--- src/rtl/fetch_buf_if.sv ---
// Fetch-side and instruction-memory-side signals of the fetch buffer.
// The buffer itself connects through the slave modport; its environment uses master.
interface fetch_buf_if;
  logic        branch_request_i;
  logic [31:0] branch_pc_i;
  logic        fetch_accept_i;
  logic        fetch_valid_o;
  logic [31:0] fetch_instr_o;
  logic [31:0] fetch_pc_o;
  logic        fetch_fault_o;
  logic        mem_i_rd_o;
  logic [31:0] mem_i_pc_o;
  logic        mem_i_flush_o;
  logic        mem_i_invalidate_o;
  logic        mem_i_accept_i;
  logic        mem_i_valid_i;
  logic        mem_i_error_i;
  logic [63:0] mem_i_inst_i;

  modport slave (
    input  branch_request_i, branch_pc_i, fetch_accept_i,
    input  mem_i_accept_i, mem_i_valid_i, mem_i_error_i, mem_i_inst_i,
    output fetch_valid_o, fetch_instr_o, fetch_pc_o, fetch_fault_o,
    output mem_i_rd_o, mem_i_pc_o, mem_i_flush_o, mem_i_invalidate_o
  );

  modport master (
    output branch_request_i, branch_pc_i, fetch_accept_i,
    output mem_i_accept_i, mem_i_valid_i, mem_i_error_i, mem_i_inst_i,
    input  fetch_valid_o, fetch_instr_o, fetch_pc_o, fetch_fault_o,
    input  mem_i_rd_o, mem_i_pc_o, mem_i_flush_o, mem_i_invalidate_o
  );
endinterface

--- src/rtl/fetch_buf.sv ---
// Instruction fetch buffer: issues 64-bit aligned fetches, queues responses in a small FIFO
// and presents one 32-bit instruction per cycle, with redirect and stale-response discard.
module fetch_buf #(
  parameter logic [31:0] BOOT_ADDR = 32'h0000_0000,
  parameter int unsigned DEPTH     = 2
) (
  input logic        clk_i,
  input logic        rstn_i,
  fetch_buf_if.slave bus
);

  localparam int unsigned PW = (DEPTH > 1) ? $clog2(DEPTH) : 1;
  localparam int unsigned CW = PW + 1;
  localparam logic [CW:0] DEPTH_W = DEPTH[CW:0];

  typedef logic [CW-1:0] cnt_t;
  typedef logic [PW-1:0] ptr_t;

  logic [31:3] pc_q, pc_d;
  logic [31:3] rsp_pc_q, rsp_pc_d;
  cnt_t        count_q, count_d;
  cnt_t        outst_q, outst_d;
  cnt_t        discard_q, discard_d;
  ptr_t        wr_ptr_q, wr_ptr_d;
  ptr_t        rd_ptr_q, rd_ptr_d;
  logic        skip_pend_q, skip_pend_d;

  logic [31:3] addr_mem [DEPTH];
  logic [63:0] inst_mem [DEPTH];
  logic        err_mem  [DEPTH];
  logic        hi_mem   [DEPTH];

  logic        branch;
  logic [CW:0] occ_sum;
  logic        mem_rd;
  logic        req_fire;
  logic        rsp;
  logic        push;
  logic        fetch_vld;
  logic        head_hi;
  logic        take;
  logic        pop;
  logic        set_hi;
  logic [1:0]  unused_pc_lsb;

  assign unused_pc_lsb = bus.branch_pc_i[1:0];

  always_comb begin
    branch    = bus.branch_request_i;
    occ_sum   = {1'b0, outst_q} + {1'b0, count_q};
    // Gated by reset so no request escapes while the block is held in reset.
    mem_rd    = rstn_i & ~branch & (occ_sum < DEPTH_W);
    req_fire  = mem_rd & bus.mem_i_accept_i;
    rsp       = bus.mem_i_valid_i & (outst_q != '0);
    push      = rsp & (discard_q == '0) & ~branch;
    fetch_vld = (count_q != '0) & ~branch;
    head_hi   = hi_mem[rd_ptr_q];
    take      = fetch_vld & bus.fetch_accept_i;
    pop       = take & head_hi;
    set_hi    = take & ~head_hi;
  end

  always_comb begin
    pc_d        = pc_q;
    rsp_pc_d    = rsp_pc_q;
    count_d     = count_q;
    wr_ptr_d    = wr_ptr_q;
    rd_ptr_d    = rd_ptr_q;
    skip_pend_d = skip_pend_q;
    discard_d   = discard_q;
    outst_d     = outst_q + cnt_t'(req_fire) - cnt_t'(rsp);

    if (branch) begin
      pc_d        = bus.branch_pc_i[31:3];
      rsp_pc_d    = bus.branch_pc_i[31:3];
      count_d     = '0;
      wr_ptr_d    = '0;
      rd_ptr_d    = '0;
      skip_pend_d = bus.branch_pc_i[2];
      // Everything still in flight after this cycle belongs to the old path.
      discard_d   = outst_d;
    end else begin
      if (req_fire) begin
        pc_d = pc_q + 29'd1;
      end
      if (rsp && (discard_q != '0)) begin
        discard_d = discard_q - cnt_t'(1);
      end
      if (push) begin
        rsp_pc_d    = rsp_pc_q + 29'd1;
        skip_pend_d = 1'b0;
      end
      count_d  = count_q + cnt_t'(push) - cnt_t'(pop);
      wr_ptr_d = wr_ptr_q + ptr_t'(push);
      rd_ptr_d = rd_ptr_q + ptr_t'(pop);
    end
  end

  always_ff @(posedge clk_i or negedge rstn_i) begin
    if (!rstn_i) begin
      pc_q        <= BOOT_ADDR[31:3];
      rsp_pc_q    <= BOOT_ADDR[31:3];
      count_q     <= '0;
      outst_q     <= '0;
      discard_q   <= '0;
      wr_ptr_q    <= '0;
      rd_ptr_q    <= '0;
      skip_pend_q <= BOOT_ADDR[2];
    end else begin
      pc_q        <= pc_d;
      rsp_pc_q    <= rsp_pc_d;
      count_q     <= count_d;
      outst_q     <= outst_d;
      discard_q   <= discard_d;
      wr_ptr_q    <= wr_ptr_d;
      rd_ptr_q    <= rd_ptr_d;
      skip_pend_q <= skip_pend_d;
    end
  end

  // Entry storage needs no reset: occupancy gates every read.
  always_ff @(posedge clk_i) begin
    if (set_hi) begin
      hi_mem[rd_ptr_q] <= 1'b1;
    end
    if (push) begin
      addr_mem[wr_ptr_q] <= rsp_pc_q;
      inst_mem[wr_ptr_q] <= bus.mem_i_inst_i;
      err_mem[wr_ptr_q]  <= bus.mem_i_error_i;
      hi_mem[wr_ptr_q]   <= skip_pend_q;
    end
  end

  always_comb begin
    bus.fetch_valid_o      = fetch_vld;
    bus.fetch_instr_o      = '0;
    bus.fetch_pc_o         = '0;
    bus.fetch_fault_o      = 1'b0;
    if (fetch_vld) begin
      bus.fetch_instr_o = head_hi ? inst_mem[rd_ptr_q][63:32] : inst_mem[rd_ptr_q][31:0];
      bus.fetch_pc_o    = {addr_mem[rd_ptr_q], head_hi, 2'b00};
      bus.fetch_fault_o = err_mem[rd_ptr_q];
    end
    bus.mem_i_rd_o         = mem_rd;
    bus.mem_i_pc_o         = {pc_q, 3'b000};
    bus.mem_i_flush_o      = 1'b0;
    bus.mem_i_invalidate_o = 1'b0;
  end

endmodule
--- src/flat_wrapper.sv ---
// flat-port wrapper written by rule: the top's interface ports become plain ports
module fetch_buf_flat 
#(
  parameter logic [31:0] BOOT_ADDR = 32'h0000_0000,
  parameter int unsigned DEPTH     = 2
)
  (clk_i, rstn_i, bus_branch_request_i, bus_branch_pc_i, bus_fetch_accept_i, bus_mem_i_accept_i, bus_mem_i_valid_i, bus_mem_i_error_i, bus_mem_i_inst_i, bus_fetch_valid_o, bus_fetch_instr_o, bus_fetch_pc_o, bus_fetch_fault_o, bus_mem_i_rd_o, bus_mem_i_pc_o, bus_mem_i_flush_o, bus_mem_i_invalidate_o);
  fetch_buf_if bus_i ();
  input logic clk_i;
  input logic rstn_i;
  input wire logic [$bits(bus_i.branch_request_i)-1:0] bus_branch_request_i;
  input wire logic [$bits(bus_i.branch_pc_i)-1:0] bus_branch_pc_i;
  input wire logic [$bits(bus_i.fetch_accept_i)-1:0] bus_fetch_accept_i;
  input wire logic [$bits(bus_i.mem_i_accept_i)-1:0] bus_mem_i_accept_i;
  input wire logic [$bits(bus_i.mem_i_valid_i)-1:0] bus_mem_i_valid_i;
  input wire logic [$bits(bus_i.mem_i_error_i)-1:0] bus_mem_i_error_i;
  input wire logic [$bits(bus_i.mem_i_inst_i)-1:0] bus_mem_i_inst_i;
  output wire logic [$bits(bus_i.fetch_valid_o)-1:0] bus_fetch_valid_o;
  output wire logic [$bits(bus_i.fetch_instr_o)-1:0] bus_fetch_instr_o;
  output wire logic [$bits(bus_i.fetch_pc_o)-1:0] bus_fetch_pc_o;
  output wire logic [$bits(bus_i.fetch_fault_o)-1:0] bus_fetch_fault_o;
  output wire logic [$bits(bus_i.mem_i_rd_o)-1:0] bus_mem_i_rd_o;
  output wire logic [$bits(bus_i.mem_i_pc_o)-1:0] bus_mem_i_pc_o;
  output wire logic [$bits(bus_i.mem_i_flush_o)-1:0] bus_mem_i_flush_o;
  output wire logic [$bits(bus_i.mem_i_invalidate_o)-1:0] bus_mem_i_invalidate_o;
  assign bus_i.branch_request_i = bus_branch_request_i;
  assign bus_i.branch_pc_i = bus_branch_pc_i;
  assign bus_i.fetch_accept_i = bus_fetch_accept_i;
  assign bus_i.mem_i_accept_i = bus_mem_i_accept_i;
  assign bus_i.mem_i_valid_i = bus_mem_i_valid_i;
  assign bus_i.mem_i_error_i = bus_mem_i_error_i;
  assign bus_i.mem_i_inst_i = bus_mem_i_inst_i;
  assign bus_fetch_valid_o = bus_i.fetch_valid_o;
  assign bus_fetch_instr_o = bus_i.fetch_instr_o;
  assign bus_fetch_pc_o = bus_i.fetch_pc_o;
  assign bus_fetch_fault_o = bus_i.fetch_fault_o;
  assign bus_mem_i_rd_o = bus_i.mem_i_rd_o;
  assign bus_mem_i_pc_o = bus_i.mem_i_pc_o;
  assign bus_mem_i_flush_o = bus_i.mem_i_flush_o;
  assign bus_mem_i_invalidate_o = bus_i.mem_i_invalidate_o;
  fetch_buf #(.BOOT_ADDR(BOOT_ADDR), .DEPTH(DEPTH)) u_core (.clk_i(clk_i), .rstn_i(rstn_i), .bus(bus_i));
endmodule
--- config.mk ---
export PLATFORM = sky130hd
export DESIGN_NAME = fetch_buf_flat
export DESIGN_NICKNAME = d
export VERILOG_FILES = /design/src/rtl/fetch_buf_if.sv /design/src/rtl/fetch_buf.sv /design/src/flat_wrapper.sv
export SDC_FILE = /design/constraint.sdc
export NUM_CORES = 1
export LEC_CHECK = 0
export CAP_MARGIN = 20
export CORE_MARGIN = 2
export CORE_UTILIZATION = 55
export CTS_CLUSTER_DIAMETER = 60
export DETAILED_ROUTE_END_ITERATION = 6
export PLACE_DENSITY = 0.9
export SLEW_MARGIN = 5
export SYNTH_ARGS = -nofsm -noshare
export SYNTH_HDL_FRONTEND = slang
export SYNTH_SLANG_ARGS = --single-unit
--- constraint.sdc ---
create_clock -name clk_i -period 8.3 [get_ports clk_i]
set_clock_uncertainty 0.15 [all_clocks]
set_input_delay 0.83 -clock clk_i [delete_from_list [all_inputs] [get_ports clk_i]]
set_output_delay 0.83 -clock clk_i [all_outputs]
set_load 0.02 [all_outputs]
### Word level (Yosys, flattened, before mapping)

Memories as Yosys holds them, arrays and structs flattened.
Index checks and enable logic that the tools add are counted.

| operators by class | value |
|---|---|
| bitwise logic cells | 12 |
| muxes and demuxes | 19 |
| $lt $le $gt $ge | 1 |
| reductions and logical operators | 8 |
| add/subtract/negate cells | 10 |

Operators with widths:

| kind | count |
|---|---|
| 29-bit two-way mux | 4 |
| 32-bit two-way mux | 3 |
| 29-bit by 1-bit adder with 29-bit output (second input constant) | 2 |
| 2-bit nonzero test | 6 |
| 1-bit bitwise AND | 10 |
| 1-bit two-way mux | 9 |
| 2-bit two-way mux | 3 |
| 2-bit by 1-bit adder with 2-bit output | 2 |
| 2-bit by 1-bit subtractor with 2-bit output | 2 |
| 2-bit by 2-bit adder with 3-bit output | 1 |
| 3-bit by 2-bit less-than comparator with 1-bit output (second input constant) | 1 |
| 1-bit adder | 2 |
| 2-bit logical NOT | 1 |
| 1-bit NOT | 2 |
| 2-bit by 1-bit subtractor with 2-bit output (second input constant) | 1 |
| 1-bit logical AND | 1 |

| word-level totals | value |
|---|---|
| memory bits (writable) | 190 |
| memories | 4 |
| output and inout port bits | 101 |
| bits in registers | 67 |
| input port bits | 103 |

Memory list:

| name | words | bits a word | rd ports | clocked after Yosys merged registers in | write ports | RTL line | text |
|---|---|---|---|---|---|---|---|
| u_core.inst_mem | 2 | 64 | 1 | 0 | 1 | fetch_buf.sv:29 | `logic [63:0] inst_mem [DEPTH];` |
| u_core.addr_mem | 2 | 29 | 1 | 0 | 1 | fetch_buf.sv:28 | `logic [31:3] addr_mem [DEPTH];` |
| u_core.err_mem | 2 | 1 | 1 | 0 | 1 | fetch_buf.sv:30 | `logic err_mem [DEPTH];` |
| u_core.hi_mem | 2 | 1 | 1 | 0 | 2 | fetch_buf.sv:31 | `logic hi_mem [DEPTH];` |

### Logic depth before layout (Yosys ltp)

Gate-level depths: netlist of the first run.

| logic depth | value |
|---|---|
| word-level depth | 7 |
| mapped depth | 11 |
| gate-level depth less buffers | 10 |

### Worst setup path after synthesis of the first run

OpenSTA, ideal clock, no wires.

| timing | value |
|---|---|
| path type | input -> register |
| from | in bus_branch_request_i |
| to | mem u_core.hi_mem[1] |
| library setup time | 246 ps |
| arrival time | 4086 ps |
| stages | 6 |
| setup slack | 3818 ps |
| buffers on the path | 3 |
| cells stage by stage | buf_6 clkbuf_1 clkbuf_1 nor2_1 ha_1 o21ai_0 |

RTL lines:

| item | RTL line | text |
|---|---|---|
| start: declaration | flat_wrapper.sv:11 | `input wire logic [$bits(bus_i.branch_request_i)-1:0] bus_branch_request_i;` |
| end: declaration | fetch_buf.sv:31 |  |

### Final worst setup path of the first run

| timing | value |
|---|---|
| from | reg u_core.rd_ptr_q |
| to | out bus_fetch_instr_o[15] |

| between the ends | value |
|---|---|
| longest elaborated chain between the ends | 3 |
| elaborated cells between the ends (all ways) | 4 |
| those cells by class | mux: 2; memory: 2 |

RTL lines:

| item | RTL line | text |
|---|---|---|
| start: declaration | fetch_buf.sv:25 | `ptr_t rd_ptr_q, rd_ptr_d;` |
| start signal: assignment | fetch_buf.sv:116 | `rd_ptr_q <= rd_ptr_d;` |
| memory 2 x 64 bit or memory 2 x 1 bit (tied branches) | -- |  |
| 32-bit two-way mux * | fetch_buf.sv:140 | `bus.fetch_instr_o = head_hi ? inst_mem[rd_ptr_q][63:32] : inst_mem[rd_ptr_q][31:0];` |
| 32-bit two-way mux * | fetch_buf.sv:139 | `if (fetch_vld) begin` |
| end: declaration | flat_wrapper.sv:19 | `output wire logic [$bits(bus_i.fetch_instr_o)-1:0] bus_fetch_instr_o;` |

Every way passes the cells marked *; elsewhere a longest branch is shown, timed or not.

==> metrics list, run 1 <==
* Result of the run: finished, final reports clean
- Part of the Yosys area used for sequential elements: 66.3%
- Proportion of layout cells with a drive suffix above 1: 6.69%
- Port Buf Inserts: 194
- Setup repair after global routing left no endpoint under its margin.
- VDD IR max: 0.117 mV
* Global-route total usage across every layer: 24.7%
- Total of flip-flops plus latches after synthesis: 257
- No sink is reached through more buffers than the 3 on the longest clock path.
* Count of instances resized after the clock tree is built: 0
- For this run, the number of standard cells in the final layout without fillers is between 1,000 and 1,500.
- The critical path is of the register to primary output type.
- The final count of hold timing violations came to 0.
* Critical Path End Type: primary output
* Number of setup buffers added after CTS: 0
- Setup violations remaining at the end of the flow were counted as 0.
* Buf+Inv Stages, Crit Path: 2
- CTS tree: done
- Initial DRC count: 625
* Average wire length per cell after detail routing: 20.5 µm
- Sort of element at the start of the critical path: register
- Of all nets on the critical path, the largest fanout is 56.
- Total wire length: 27,000 µm
* Headroom to the max-slew limit: between 30% and 40%
* Layout overhead on the synthesized area: 28.2%
- Leakage: 0.00484 µW
- Area share of the leading cell type in the synthesized netlist: between 50 and 60%
- In this run the horizontal extent of the chip is 146 µm.
- Total negative setup slack: 0 ps
- The die covers 21,300 µm².
- Async set or reset register ratio after synthesis: a little over a quarter
* Number of DRC violations after detailed routing: 0
* CTS Buf Count: 27
* Cell Rows: 51
* Biggest area consumer among synthesized cells: edfxtp_1
* Number of standard cells after synthesis: 842
- The number of global-route vias before repair was 7,852.
- For the worst setup path, the data arrival time is 3250 ps.
- The most used flip-flop cell after synthesis is edfxtp_1.
- Across all hold checks on the routed design, the worst slack comes to 368 ps.
- After detailed routing, the number of vias per cell comes to around 5.8.
* PwrDens: 252 nW/µm²
* Later-pin clock latency in the skew report: 520 ps
- Dominant cell type by count on the critical path: a211oi_1
* CTS clock-pin slew for the worst setup and hold paths: approximately 60 ps
- The number of antenna diodes in the final layout is 0.
- The slowest stage of the critical path is the dfrtp_4 cell.
- The kind of cell with the highest combined delay along the critical path is buffers and inverters.
- Count of vias placed by the detailed router: 7,675
* Highest clock frequency the design can meet: 236 MHz
* Delay of the slowest critical-path stage: just over 800 ps
* Quantity of hold-fixing buffers added after cts: 0
- Synth cell types: 53
- At the worst endpoint, the required time is 7320 ps.
- Yosys printed 0 warnings.
* Die Span Y: 146 µm
- Subtracting the final worst setup slack from the clock period gives 4230 ps.
- Yosys mapped a number of flops with a built-in enable equal to 188.
* Transition at the pin with the smallest max-transition slack: 913 ps
* Sink Count: about 260
- The max-slew violation count was 0.
* GRT Residual Overflow: 0
* H-tree depth: 1
- Max-capacitance violation count: 0
- Number of nets with antenna violations after detailed routing: 0
* Fin crit share: 51.0%
* IO Pins: about 200
* Maximum number of pins on one net before global-route repair: 68
- The first detailed-routing pass took 5 iterations.
- GP Congestion: 0.890
* Post-Synthesis Mean Instance Area: about 13 µm²
* Clock Tree Root: clkbuf_16
- For this run, the post-layout net count is 1,141.
- Once the floorplan was initialized, standard cells occupied 56.5% of the core.
- Netlist Area Pre-Place: 11,100 µm²
- Top cells by area, synth: edfxtp_1 51%, dfrtp_1 15%, mux2i_1 5.9%
- Wire length of the first global-routing pass: 42,000 µm
- The critical path goes through buf_4, a211oi_1, a211oi_1, clkdlybuf4s50_1.
- Hold WC Path Type: register to register
- The initial antenna violation count was 0.
* Instance count after placement with tap cells included: 1,264
- Detailed placement ended at an HPWL of 17,600 µm.
- Core box area: 19,700 µm²
synthesized netlist by cell type, drive strengths merged (2+ instances only):
library cell and instances:
a21oi 3, nor2 54, nand4 17, o31ai 2, o311ai 11, or4 4, a31oi 6, mux2i 66
nor4b 2, xnor2 13, edfxtp 188, dfrtp 67, and3 12, inv 20, o21ai 45, or2 3
nor2b 34, a211oi 64, a41oi 3, mux2 3, clkbuf 36, and4 3, ha 9, o211ai 15
nand2 62, dfxtp 2, buf 15, xor2 21, nand3 30, or3 2, nor4 8, and2 4
a21boi 2, nor3 6
per-layer routing:
layer	GRT usage, %	vias up	routed length, µm
met4	4.51	0	363
met3	6.03	35	2510
met1	32.5	3769	10700
met5	0	-	0
li1	-	3525	-
met2	42.5	346	13400
sequential cells by signal, indices dropped and copies added, names as in the netlist:
signal              cells
u_core.hi_mem           2
u_core.rd_ptr_q         1
u_core.err_mem          2
u_core.skip_pend_q      1
u_core.count_q          2
u_core.rsp_pc_q        29
u_core.inst_mem       128
u_core.discard_q        2
u_core.wr_ptr_q         1
u_core.pc_q            29
u_core.addr_mem        58
u_core.outst_q          2
worst paths after layout:
check | cells past startpoint | to | slack (ps) | startpoint
max | 4 | bus_fetch_instr_o[15] | 4070 | u_core.rd_ptr_q
min | 0 | u_core.addr_mem[1][10] | 370 | u_core.rsp_pc_q[13]
max reg2reg | 9 | u_core.pc_q[23] | 4690 | u_core.count_q[0]
min reg2reg | 0 | u_core.addr_mem[1][10] | 370 | u_core.rsp_pc_q[13]
max in group asynchronous | 2 | u_core.rd_ptr_q | 6880 | rstn_i
min in group asynchronous | 2 | u_core.rsp_pc_q[25] | 450 | rstn_i
metrics by stage:
| step | area [µm²] | power, µW | utilization, % | setup WS, ps |
|---|---|---|---|---|
| floorplan | 11100 | 2030 | - | 3820 |
| global placement | 13300 | 2260 | 67.5 | 4220 |
| detailed placement | 13300 | 2290 | 67.5 | 4170 |
| CTS | 14200 | 3610 | 72.4 | 4030 |
| global route | 14200 | 3720 | 72.4 | 3960 |
| finish | 14200 | 3590 | 72.4 | 4070 |
placed cells by master, fill, tap and decap left out, drive strengths merged, types with 2 or more instances in the layout:
cell type,n
clkdlybuf4s50,192
edfxtp,188
dfrtp,67
mux2i,66
a211oi,64
nand2,62
nor2,54
o21ai,45
nor2b,34
nand3,30
clkbuf,30
xor2,21
inv,21
nand4,17
o211ai,15
xnor2,13
and3,12
o311ai,11
buf,10
ha,9
clkinv,9
nor4,8
conb,7
bufinv,7
a31oi,6
nor3,6
and2,4
or4,4
a21oi,3
mux2,3
and4,3
a41oi,3
or2,3
a21boi,2
or3,2
o31ai,2
dfxtp,2
nor4b,2
worst reg2reg max path, cell delays in order, from the launching register on:
cell,delay (ps)
dfrtp_1,400
inv_1,80
nor2_1,140
fa_1,480
nor4b_4,530
nand2_2,450
inv_1,500
nor2_1,330
o21ai_0,230
o311ai_0,170
cell type report:
class | count | area [µm²]
flip-flops and latches | 257 | 7370
fillers | 1284 | 5420
multi-input cells | 520 | 3500
repair buffers | 202 | 1990
clock buffers | 30 | 687
well taps | 265 | 332
clock inverters | 18 | 282
inverters | 20 | 75.1
power breakdown:
part,internal [µW],total [µW],switching [µW]
clock network,816,1300,487
registers,1510,1610,98.1
logic,288,677,389
total,2610,3590,974
logic make-up after synthesis:
group,count (synthesis),synth area share [%]
and+or+nand+nor,244,11.2
AOI/OAI and AO/OA,156,9.61
adders and majority gates,10,1.19
muxes,69,6.25
DFF,257,66.3
buffers and inverters,71,2.73
xor gates and xnor gates,34,2.68
other,1,0.0338
(Power assumes the default switching activity.)
==> run 2, diff against run 1 <==
--- a/config.mk
+++ b/config.mk
@@ -7,10 +7,10 @@
 export LEC_CHECK = 0
 export CAP_MARGIN = 20
 export CORE_MARGIN = 2
-export CORE_UTILIZATION = 55
+export CORE_UTILIZATION = 53
 export CTS_CLUSTER_DIAMETER = 60
 export DETAILED_ROUTE_END_ITERATION = 6
-export PLACE_DENSITY = 0.9
+export PLACE_DENSITY = 0.88
 export SLEW_MARGIN = 5
 export SYNTH_ARGS = -nofsm -noshare
 export SYNTH_HDL_FRONTEND = slang
==> constraint.sdc (replaced) <==
create_clock -name clk_i -period 4.1 [get_ports clk_i]
set_clock_uncertainty 0.15 [all_clocks]
set_input_delay 0.41 -clock clk_i [delete_from_list [all_inputs] [get_ports clk_i]]
set_output_delay 0.41 -clock clk_i [all_outputs]
set_load 0.02 [all_outputs]
==> run 2 against run 1 <==
Combinational power up 95%. Utilization down 1.8 points. Critical path depth unchanged. Global-route usage down 1.8 points. Sequential power up 110%. Via count up 0.66%. Power up 110%. Final cell count up 0.91%. Largest power group unchanged. Highest routed layer unchanged.
==> metrics list, run 2 (same netlist as run 1, synthesis figures left out) <==
* Result of the run: finished, final reports clean (unchanged)
* Number of nets with antenna violations after detailed routing: 0 (unchanged)
- The clock period could shrink to 3420 ps.
- Transition at the pin with the smallest max-transition slack: 1060 ps (was 913 ps)
- The H-tree depth reported by CTS came to 1 (unchanged).
- The number of optimization iterations in the first detailed-route pass was 5 (unchanged).
- The count of maximum capacitance violations came to 0 (unchanged).
- Buf+Inv Stages, Crit Path: 3 (was 2)
- Antenna violations before repair: 0 (unchanged)
- Starting density of the core: 54.4% (was 56.5%)
- Worst Path Required: 3540 ps (was 7320 ps)
- Flip-flop count of the largest register, all copies and words added: 128 (unchanged)
- Area of combinational cells with multiple inputs: 3500 µm² (unchanged)
* Proportion of layout cells with a drive suffix above 1: 7.21% (was 6.69%)
- Largest registers: u_core.inst_mem x128, u_core.addr_mem x58 (unchanged).
- Core box area: 20,400 µm² (was 19,700 µm²)
- The largest net degree at the start of global routing was 91 (was 68).
* Antenna cells: 0 (unchanged)
* Fin crit share: 83.4%
- Based on the critical path, the design can be clocked at up to 292 MHz.
- The wire length of the first global-routing pass is 40,000 µm (was 42,000 µm).
* Later-pin clock latency in the skew report: 520 ps (about the same)
- IO Pins: 204 (unchanged)
* Cell Rows: 52 (was 51)
- Average wire length per cell after detail routing: 19.4 µm (was 20.5 µm)
- The post-place setup slack came to 811 ps (was 4170 ps).
- The number of global-route vias before repair came to 7,740 (was 7,852).
- Die Span Y: 149 µm (was 146 µm)
- Final number of max-transition violations: 0 (unchanged)
- Most used cells in the layout excluding fill and tap cells: 192 x clkdlybuf4s50_1, 188 x edfxtp_1, 66 x mux2i_1, 66 x dfrtp_1, 64 x a211oi_1 (unchanged).
- Headroom to the max-slew limit: 28.9% (was 38.9%)
* Leakage: 0.00491 µW (was 0.00484 µW)
- The leftover overflow at the end of global routing is 0 (unchanged).
* Sink Count: 257 (unchanged)
- Global-route total usage across every layer: 22.9% (was 24.7%)
- Final layout net count: 1,147 (was 1,141)
- The worst supply voltage drop on vdd came to 0.244 mV (was 0.117 mV).
* Largest reg by FF count: u_core.inst_mem (unchanged)
- Cells traversed along the worst timing path: o21ai_4, buf_4, inv_1, clkdlybuf4s50_1 (was buf_4, a211oi_1, a211oi_1, clkdlybuf4s50_1).
- CP top delay family: buffers and inverters (unchanged)
- The number of buffers added to fix hold violations after cts was 0 (unchanged).
* Most common library cell in the layout ignoring fill and taps: clkdlybuf4s50_1 (unchanged)
- The worst-path maximum fanout came to 43 (was 56).
- The detailed-route via count came to 7,726 (was 7,675).
- Number of DRC violations after detailed routing: 0 (unchanged)
- The initial DRC count was 484 (was 625).
- Half-perimeter wire length after placement: 17,100 µm (was 17,600 µm)
* Clock Tree Root: clkbuf_16 (unchanged)
- Total negative setup slack: 0 ps (unchanged)
- Number of setup buffers added after CTS: 0 (unchanged)
* PwrDens: 515 nW/µm² (was 252 nW/µm²)
* Critical Path End Type: primary output (unchanged)
- The detailed-route vias per instance was 5.84 (was 5.85).
- The combined flip-flop and latch cell area is 7370 µm² (unchanged).
- The type of the worst min-delay path is input port to async pin (was register to register).
- Crit Path Category: register to primary output (unchanged)
- The number of gates resized after CTS came to 0 (unchanged).
- The number of buffers added by the clock tree synthesis step came to 26 (was 27).
- PnR worst setup slack: 679 ps (was 4070 ps)
- CTS clock-pin slew for the worst setup and hold paths: 70 ps (was 60 ps)
- The biggest cell delay along the critical path is 600 ps (was 820 ps).
- The count of fill cells added during filler insertion was 1,326 (was 1,284).
- The slowest cell on the critical path was clkdlybuf4s50_1 (was dfrtp_4).
- Die area: 22,100 µm² (was 21,300 µm²)
* GP Congestion: 0.871 (was 0.890)
- Layout overhead on the synthesized area: 30.0% (was 28.2%)
- The final count of hold timing violations came to 0 (unchanged).
* Die Wd: 149 µm (was 146 µm)
- The final setup violation count came to 0 (unchanged).
- Total wire length: 25,700 µm (was 27,000 µm)
- Sort of element at the start of the critical path: register (unchanged)
* Endpoint arrival time on the critical path: 2860 ps (was 3250 ps)
- RSZ-0062 raised after global routing: false (unchanged).
- Max clock buf depth: 3 (unchanged)
* CTS tree: done (unchanged)
- The count of port buffers added during placement came to 194 (unchanged).
## run 2: changes by cell type in the layout (fill, tap and decap cells not counted)
cell        previous run  this run
clkinv_2               7         1
clkinv_4               2         1
clkinv_1               0         1
inv_8                  1         0
buf_4                  8        10
clkinvlp_4             1         4
buf_12                 0         5
clkbuf_8               0         1
bufinv_16              7        10
## run 2: where the power goes
| group | internal [µW] | leakage (µW) | total [µW] | switching (µW) |
|---|---|---|---|---|
| sequential | 3050 | 0.00253 | 3310 | 259 |
| clock | 1850 | 0.000495 | 2810 | 958 |
| combinational | 614 | 0.00188 | 1320 | 707 |
## run 2: path summary, 6_finish.rpt
path                                       from                     end  slack [ps]  depth (start not counted)
setup reg to reg              u_core.outst_q[1]  u_core.inst_mem[0][17]        1220                          6
hold / removal                           rstn_i         u_core.pc_q[24]           4                          2
setup / recovery              u_core.count_q[1]       bus_fetch_valid_o         680                          4
max in group asynchronous                rstn_i         u_core.rd_ptr_q        3150                          2
min in group clk_i         bus_branch_request_i          u_core.pc_q[4]         320                          4
hold reg to reg              u_core.skip_pend_q        u_core.hi_mem[0]         370                          2
## run 2: final cells by class
cell class                      instances  share of cell area (%)
Sequential cell                       257                    51.0
Timing Repair Buffer                  209                    14.6
Inverter                               20                   0.520
Clock buffer                           31                    4.85
Tap cell                              270                    2.34
Multi-Input combinational cell        520                    24.2
Clock inverter                         17                    2.41
## run 2: metrics by stage
step                cell area (µm²)  utilization, %  total power (µW)  hold slack, ps  std cells
CTS                           14400            70.6              7470            23.8       1323
finish                        14400            70.7              7440            3.54       1324
floorplan                     11100               -              4110           -35.6        848
global route                  14400            70.7              7720            69.1       1324
detailed placement            13400            65.4              4670             355       1275
global placement              13400            65.4              4610             342       1275
## run 2: metal layers
metal	wire (µm)	share of wire (%)	vias to the layer above	global-route usage, %
met4	555	2.2	0	6.38
met5	0	0	-	0
met3	2260	8.8	55	5.29
met2	12400	48	359	38.2
met1	10500	41	3756	30.5
li1	-	-	3556	-
## run 2: worst reg2reg max path: stages, from the launching register on
cell     delay [ps]
dfrtp_1         450
o21ai_0         220
inv_1           160
nand2_1         180
nor2_1          380
ha_4            660
buf_4           360
